===== src/rtl/fpga_clock_top.sv =====
// 24-hour HH:MM clock on a multiplexed 4-digit 7-segment display, set with
// debounced Set/Up push-buttons through a four-state mode machine.
module fpga_clock_top #(
    parameter int CLK_HZ          = 32768,
    parameter int DEBOUNCE_CYCLES = 512,
    parameter int SCAN_CYCLES     = 32
) (
    input  logic       i_Clock,
    input  logic       i_Reset_n,
    input  logic       i_Button_Set,
    input  logic       i_Button_Up,
    output logic [7:0] o_Segments,
    output logic [3:0] o_Digits
);

    localparam int PRE_W  = (CLK_HZ > 1) ? $clog2(CLK_HZ) : 1;
    localparam int DEB_W  = (DEBOUNCE_CYCLES > 1) ? $clog2(DEBOUNCE_CYCLES) : 1;
    localparam int SCAN_W = (SCAN_CYCLES > 1) ? $clog2(SCAN_CYCLES) : 1;

    localparam logic [PRE_W-1:0]  PRE_LAST  = PRE_W'(CLK_HZ - 1);
    localparam logic [PRE_W-1:0]  PRE_HALF  = PRE_W'(CLK_HZ / 2);
    localparam logic [DEB_W-1:0]  DEB_LAST  = DEB_W'(DEBOUNCE_CYCLES - 1);
    localparam logic [SCAN_W-1:0] SCAN_LAST = SCAN_W'(SCAN_CYCLES - 1);

    typedef enum logic [1:0] {
        MODE_NORMAL    = 2'd0,
        MODE_RESET_SEC = 2'd1,
        MODE_SET_MIN   = 2'd2,
        MODE_SET_HOUR  = 2'd3
    } mode_e;

    function automatic logic [6:0] seg7(input logic [3:0] d);
        logic [6:0] s;
        case (d)
            4'd0:    s = 7'b0111111;
            4'd1:    s = 7'b0000110;
            4'd2:    s = 7'b1011011;
            4'd3:    s = 7'b1001111;
            4'd4:    s = 7'b1100110;
            4'd5:    s = 7'b1101101;
            4'd6:    s = 7'b1111101;
            4'd7:    s = 7'b0000111;
            4'd8:    s = 7'b1111111;
            4'd9:    s = 7'b1101111;
            default: s = 7'b0000000;
        endcase
        return s;
    endfunction

    // Binary 0..59 to {tens, units}
    function automatic logic [7:0] to_bcd(input logic [5:0] v);
        logic [3:0] t;
        logic [5:0] u;
        if (v >= 6'd50)      t = 4'd5;
        else if (v >= 6'd40) t = 4'd4;
        else if (v >= 6'd30) t = 4'd3;
        else if (v >= 6'd20) t = 4'd2;
        else if (v >= 6'd10) t = 4'd1;
        else                 t = 4'd0;
        u = v - ({2'b00, t} * 6'd10);
        return {t, u[3:0]};
    endfunction

    // Button index 0 = Set, 1 = Up
    logic [1:0]       sync1_q, sync1_d, sync2_q, sync2_d;
    logic [1:0]       deb_q, deb_d, press_q, press_d;
    logic [DEB_W-1:0] deb_cnt_q [2];
    logic [DEB_W-1:0] deb_cnt_d [2];

    mode_e             mode_q, mode_d;
    logic [PRE_W-1:0]  pre_q, pre_d;
    logic [5:0]        sec_q, sec_d, min_q, min_d;
    logic [4:0]        hour_q, hour_d;
    logic [SCAN_W-1:0] scan_cnt_q, scan_cnt_d;
    logic [1:0]        scan_idx_q, scan_idx_d;
    logic [7:0]        seg_q, seg_d;
    logic [3:0]        dig_q, dig_d;

    logic       set_press_s, up_press_s, up_min_s, up_hour_s;
    logic       tick_s, sec_wrap_s, min_wrap_s, dp_s;
    logic [7:0] hour_bcd_s, min_bcd_s;
    logic [3:0] digit_s, mask_s;

    // Synchronise and debounce both buttons; press pulse on accepted rising level
    always_comb begin
        sync1_d = {i_Button_Up, i_Button_Set};
        sync2_d = sync1_q;
        deb_d   = deb_q;
        press_d = 2'b00;
        for (int b = 0; b < 2; b++) begin
            deb_cnt_d[b] = {DEB_W{1'b0}};
            if (sync2_q[b] != deb_q[b]) begin
                if (deb_cnt_q[b] == DEB_LAST) begin
                    deb_d[b]   = sync2_q[b];
                    press_d[b] = sync2_q[b];
                end else begin
                    deb_cnt_d[b] = deb_cnt_q[b] + DEB_W'(1);
                end
            end else begin
                deb_cnt_d[b] = {DEB_W{1'b0}};
            end
        end
    end

    assign set_press_s = press_q[0];
    assign up_press_s  = press_q[1] & ~press_q[0];

    // Mode next-state: each Set press advances one step round the ring
    always_comb begin
        mode_d = mode_q;
        if (set_press_s) begin
            case (mode_q)
                MODE_NORMAL:    mode_d = MODE_RESET_SEC;
                MODE_RESET_SEC: mode_d = MODE_SET_MIN;
                MODE_SET_MIN:   mode_d = MODE_SET_HOUR;
                MODE_SET_HOUR:  mode_d = MODE_NORMAL;
                default:        mode_d = MODE_NORMAL;
            endcase
        end else begin
            mode_d = mode_q;
        end
    end

    // Timekeeping: an Up increment of a field overrides a tick carry into it
    always_comb begin
        tick_s     = (pre_q == PRE_LAST);
        sec_wrap_s = tick_s && (sec_q == 6'd59);
        min_wrap_s = sec_wrap_s && (min_q == 6'd59);
        up_min_s   = up_press_s && (mode_q == MODE_SET_MIN);
        up_hour_s  = up_press_s && (mode_q == MODE_SET_HOUR);
        pre_d      = pre_q;
        sec_d      = sec_q;
        min_d      = min_q;
        hour_d     = hour_q;
        if (mode_q == MODE_RESET_SEC) begin
            pre_d = {PRE_W{1'b0}};
            sec_d = 6'd0;
        end else begin
            pre_d = tick_s ? {PRE_W{1'b0}} : pre_q + PRE_W'(1);
            if (tick_s) begin
                sec_d = sec_wrap_s ? 6'd0 : sec_q + 6'd1;
            end else begin
                sec_d = sec_q;
            end
            if (up_min_s) begin
                min_d = (min_q == 6'd59) ? 6'd0 : min_q + 6'd1;
            end else if (sec_wrap_s) begin
                min_d = min_wrap_s ? 6'd0 : min_q + 6'd1;
            end else begin
                min_d = min_q;
            end
            if (up_hour_s) begin
                hour_d = (hour_q == 5'd23) ? 5'd0 : hour_q + 5'd1;
            end else if (min_wrap_s && !up_min_s) begin
                hour_d = (hour_q == 5'd23) ? 5'd0 : hour_q + 5'd1;
            end else begin
                hour_d = hour_q;
            end
        end
    end

    // Scan slot counter and registered segment/enable outputs
    always_comb begin
        if (scan_cnt_q == SCAN_LAST) begin
            scan_cnt_d = {SCAN_W{1'b0}};
            scan_idx_d = scan_idx_q + 2'd1;
        end else begin
            scan_cnt_d = scan_cnt_q + SCAN_W'(1);
            scan_idx_d = scan_idx_q;
        end
        hour_bcd_s = to_bcd({1'b0, hour_q});
        min_bcd_s  = to_bcd(min_q);
        case (scan_idx_q)
            2'd0:    digit_s = hour_bcd_s[7:4];
            2'd1:    digit_s = hour_bcd_s[3:0];
            2'd2:    digit_s = min_bcd_s[7:4];
            2'd3:    digit_s = min_bcd_s[3:0];
            default: digit_s = 4'd0;
        endcase
        case (mode_q)
            MODE_NORMAL:    mask_s = 4'b1111;
            MODE_RESET_SEC: mask_s = 4'b0000;
            MODE_SET_MIN:   mask_s = 4'b1100;
            MODE_SET_HOUR:  mask_s = 4'b0011;
            default:        mask_s = 4'b0000;
        endcase
        dp_s  = (scan_idx_q == 2'd1) && (mode_q == MODE_NORMAL) && (pre_q < PRE_HALF);
        dig_d = (4'b0001 << scan_idx_q) & mask_s;
        seg_d = {dp_s, seg7(digit_s)};
    end

    // State registers
    always_ff @(posedge i_Clock or negedge i_Reset_n) begin
        if (!i_Reset_n) begin
            sync1_q      <= 2'b00;
            sync2_q      <= 2'b00;
            deb_q        <= 2'b00;
            press_q      <= 2'b00;
            deb_cnt_q[0] <= {DEB_W{1'b0}};
            deb_cnt_q[1] <= {DEB_W{1'b0}};
            mode_q       <= MODE_NORMAL;
            pre_q        <= {PRE_W{1'b0}};
            sec_q        <= 6'd0;
            min_q        <= 6'd0;
            hour_q       <= 5'd0;
            scan_cnt_q   <= {SCAN_W{1'b0}};
            scan_idx_q   <= 2'd0;
            seg_q        <= 8'd0;
            dig_q        <= 4'd0;
        end else begin
            sync1_q    <= sync1_d;
            sync2_q    <= sync2_d;
            deb_q      <= deb_d;
            press_q    <= press_d;
            deb_cnt_q  <= deb_cnt_d;
            mode_q     <= mode_d;
            pre_q      <= pre_d;
            sec_q      <= sec_d;
            min_q      <= min_d;
            hour_q     <= hour_d;
            scan_cnt_q <= scan_cnt_d;
            scan_idx_q <= scan_idx_d;
            seg_q      <= seg_d;
            dig_q      <= dig_d;
        end
    end

    assign o_Segments = seg_q;
    assign o_Digits   = dig_q;

endmodule


===== config.mk =====
export PLATFORM = sky130hd
export DESIGN_NAME = fpga_clock_top
export DESIGN_NICKNAME = d
export VERILOG_FILES = /design/src/rtl/fpga_clock_top.sv
export SDC_FILE = /design/constraint.sdc
export NUM_CORES = 1
export LEC_CHECK = 0
export BUFFER_PORTS_ARGS = -buffer_cell sky130_fd_sc_hd__buf_2
export CAP_MARGIN = 20
export CORE_UTILIZATION = 50
export DETAILED_ROUTE_END_ITERATION = 8
export PLACE_DENSITY = 0.67
export SLEW_MARGIN = 30
export SYNTH_ARGS = -nofsm -noshare
export SYNTH_HDL_FRONTEND = slang
export SYNTH_SLANG_ARGS = --single-unit

===== constraint.sdc =====
create_clock -name i_Clock -period 4.4 [get_ports i_Clock]
set_input_delay 0.88 -clock i_Clock [delete_from_list [all_inputs] [get_ports i_Clock]]
set_output_delay 0.88 -clock i_Clock [all_outputs]
set_load 0.005 [all_outputs]

==> impl_metrics.csv <==
group,metric,value,unit
final_layout,regArea,1980,sq um
clock_tree,numCtsBuffers,9,
worst_setup_path,rrSetupSlack,830,ps
detailed_routing,drt_pre_antenna_iters,7,
sta,skew,9.79,ps
floorplan,num_rows,32,
worst_setup_path,crit_type,"flip-flop to flip-flop",
global_routing,grt_start_max_net_pins,42,
detailed_routing,dr_wl_met3,178,um
sta,setup_viol,0,
detailed_routing,drtAntennaViolNets,0,
placement,routabilityCongestion,0.823,
sta,min_period_over_period,0.810,
worst_setup_path,cp_max_fo,14,
clock_tree,clkSinkCount,79,
worst_setup_path,crit_path_start_kind,"flip-flop",
detailed_routing,vias_per_cell,5.23,
worst_setup_path,required,4620,ps
final_layout,antenna_cells,0,
clock_tree,cts_resized,0,
synth,synth-main-ff-cell,"dfrtp_1",
global_routing,grt_pass1_vias,2697,
floorplan,core_area,7850,sq um
clock_tree,clk_path_buf_depth,2,
final_layout,multiInputGateArea,2000,sq um
detailed_routing,drt_iter0_drc,162,
final_layout,fillCellCount,689,
sta,fmax,280,MHz
global_routing,grt_overflow,0,
clock_tree,cts_setup_buffers,0,
floorplan,die-area,8590,sq um
placement,placed_area,4290,sq um
clock_tree,path_clk_slew,80,ps
detailed_routing,num_vias,2736,
global_routing,grt_pass1_wl,12200,um
global_routing,antenna_found_initial,0,
hold_path,hold_path_class,"flip-flop to flip-flop",
detailed_routing,met1_length,3300,um
sta,fin_setup_tns,0,ps
clock_tree,cts_tree,"done",
synth,synth-seq-area-share,0.481,
clock_tree,clock_latency,340,ps
synth,synthCells,403,
synth,syn-cell-area,4110,sq um
final_layout,final_common_cell,"dfrtp_1",
synth,synthDistinctLibCells,52,
clock_tree,h-tree-depth,3,
pwr,power_density,278,nW/um^2
hold_path,min_from,"sync1_q[0]",
worst_setup_path,timing.rr.end,"o_Segments[4]",
placement,port_buffers,15,
pwr,p_leak,2.03,nW
sta,worst_slack,834,ps
hold_path,holdPathStages,0,
placement,place_ws,898,ps
synth,synth_fp_nets,437,
final_layout,stdcell_area,4460,sq um
sta,tightest_slew,784,ps
sta,slew_headroom,0.473,
sta,rsz0062_at_grt,"no",
run_status,status,"finished clean",
detailed_routing,drc,0,
clock_tree,hold_buffers,0,
synth,synth_seq_cells,79,
synth,syn_avg_cell_area,10.2,sq um
floorplan,initial_core_util,0.524,
sta,period_needed,3570,ps
worst_setup_path,r2r_cells,11,
final_layout,drive_gt1_frac,0.126,
detailed_routing,met2_length,3130,um
detailed_routing,dr.max_layer_used,"met4",
final_layout,fin_nets,451,
synth,yosysWarnings,0,
global_routing,grtUsageTotal,0.180,
worst_setup_path,end_kind,"flip-flop",
final_layout,syn2layout_area_growth,8.49,%
floorplan,die-height,92.7,um
final_layout,mostFrequentLayoutCells,"dfrtp_1, nor2_1, ha_1, nand2_1, inv_1",
synth,async_flop_share,1.00,
detailed_routing,wl,6720,um
flow_run,drv_cap,0,
sta,hold_ws,356,ps
sta,maxSlewViolCount,0,
placement,hpwl,4830,um
hold_path,hold_end,"sync2_q[0]",
detailed_routing,wl_per_cell,12.8,um
pwr,vdd_ir_drop_max,157,uV
synth,synth-edff-count,0,
worst_setup_path,r2r-start,"min_q[3]",
floorplan,ios,16,
sta,hold_violations,0,
worst_setup_path,cp.arrival,3780,ps
floorplan,die_w,92.7,um
clock_tree,cts-root-buf,"clkbuf_8",
-- how the worst max path moves through the flow --
stage,startpoint,end,slack [ps],cells after the start
5_1_grt,min_q[3],o_Segments[4],510,11
3_5_place_dp,min_q[3],o_Segments[4],900,11
6_report,min_q[3],o_Segments[4],830,11
2_1_floorplan,min_q[2],o_Segments[2],1280,11
3_3_place_gp,min_q[3],o_Segments[4],1060,11
4_1_cts,min_q[3],o_Segments[4],880,11
-- state kept, by name, indices dropped and copies added (netlist names), 4 cells and up --
name / cells
deb_cnt_q: 18
pre_q: 15
o_Segments: 8
min_q: 6
sec_q: 6
hour_q: 5
scan_cnt_q: 5
o_Digits: 4
-- area by class of cell --
type / instances / area share
clock buffers: 10 / 0.0308
clock inverters: 5 / 0.00757
inverters: 23 / 0.0193
multi-input cells: 288 / 0.449
flip-flops and latches: 79 / 0.443
well taps: 102 / 0.0286
repair buffers: 16 / 0.0219
-- stage by stage --
step	std cells	utilization	total power, mW
6_report	523	0.569	1.24
5_1_grt	523	0.569	1.29
4_1_cts	523	0.569	1.26
3_5_place_dp	508	0.547	0.780
3_3_place_gp	507	0.544	0.776
2_1_floorplan	403	-	0.759
-- cells by family after synthesis --
group           count (synthesis)  synth area share
flops                          79             0.481
mux                            15            0.0396
fa+ha+maj                      31            0.0974
compound gates                 51            0.0831
xor+xnor                       34            0.0724
buf+inv                        36            0.0335
simple gates                  157             0.193
-- power by group --
part	switching, mW	internal [mW]	total, mW
Sequential	0.00393	0.732	0.736
Clock	0.260	0.217	0.477
Combinational	0.0205	0.00769	0.0281
-- synthesized netlist by cell type, types with 3 or more instances --
master     n  share of area
a21oi_1    9          0.011
and2_1     8          0.012
and3_1    12          0.018
and3b_1    3         0.0064
clkbuf_1  11          0.010
dfrtp_1   79           0.48
ha_1      28          0.085
inv_1     23          0.021
mux2_2     9          0.025
mux2i_1    5          0.012
nand2_1   27          0.025
nand2b_1   5         0.0076
nand3_1   17          0.021
nand3b_1   3         0.0055
nand4_1    7          0.011
nor2_1    53          0.048
nor2b_1    4         0.0061
nor3_1     4         0.0049
o21ai_0   17          0.021
o31ai_1    5         0.0091
or3_1      4         0.0061
xnor2_1   14          0.030
xor2_1    20          0.043
-- layer usage --
layer,global-route usage,vias to the layer above
met2,0.285,31
li1,-,1391
met3,0.0402,11
met5,0,-
met1,0.243,1303
met4,0.0679,0
-- critical path, stage by stage (launching register included) --
cell and delay [ps]:
dfrtp_1 540, or3b_2 540, o41ai_1 250, a211oi_1 110
ha_1 310, o22ai_1 70, o31ai_1 680, inv_1 190
ha_1 230, and2_1 130, a311oi_1 280, mux2i_1 110
Note: power is estimated with default switching activity, not from simulation.
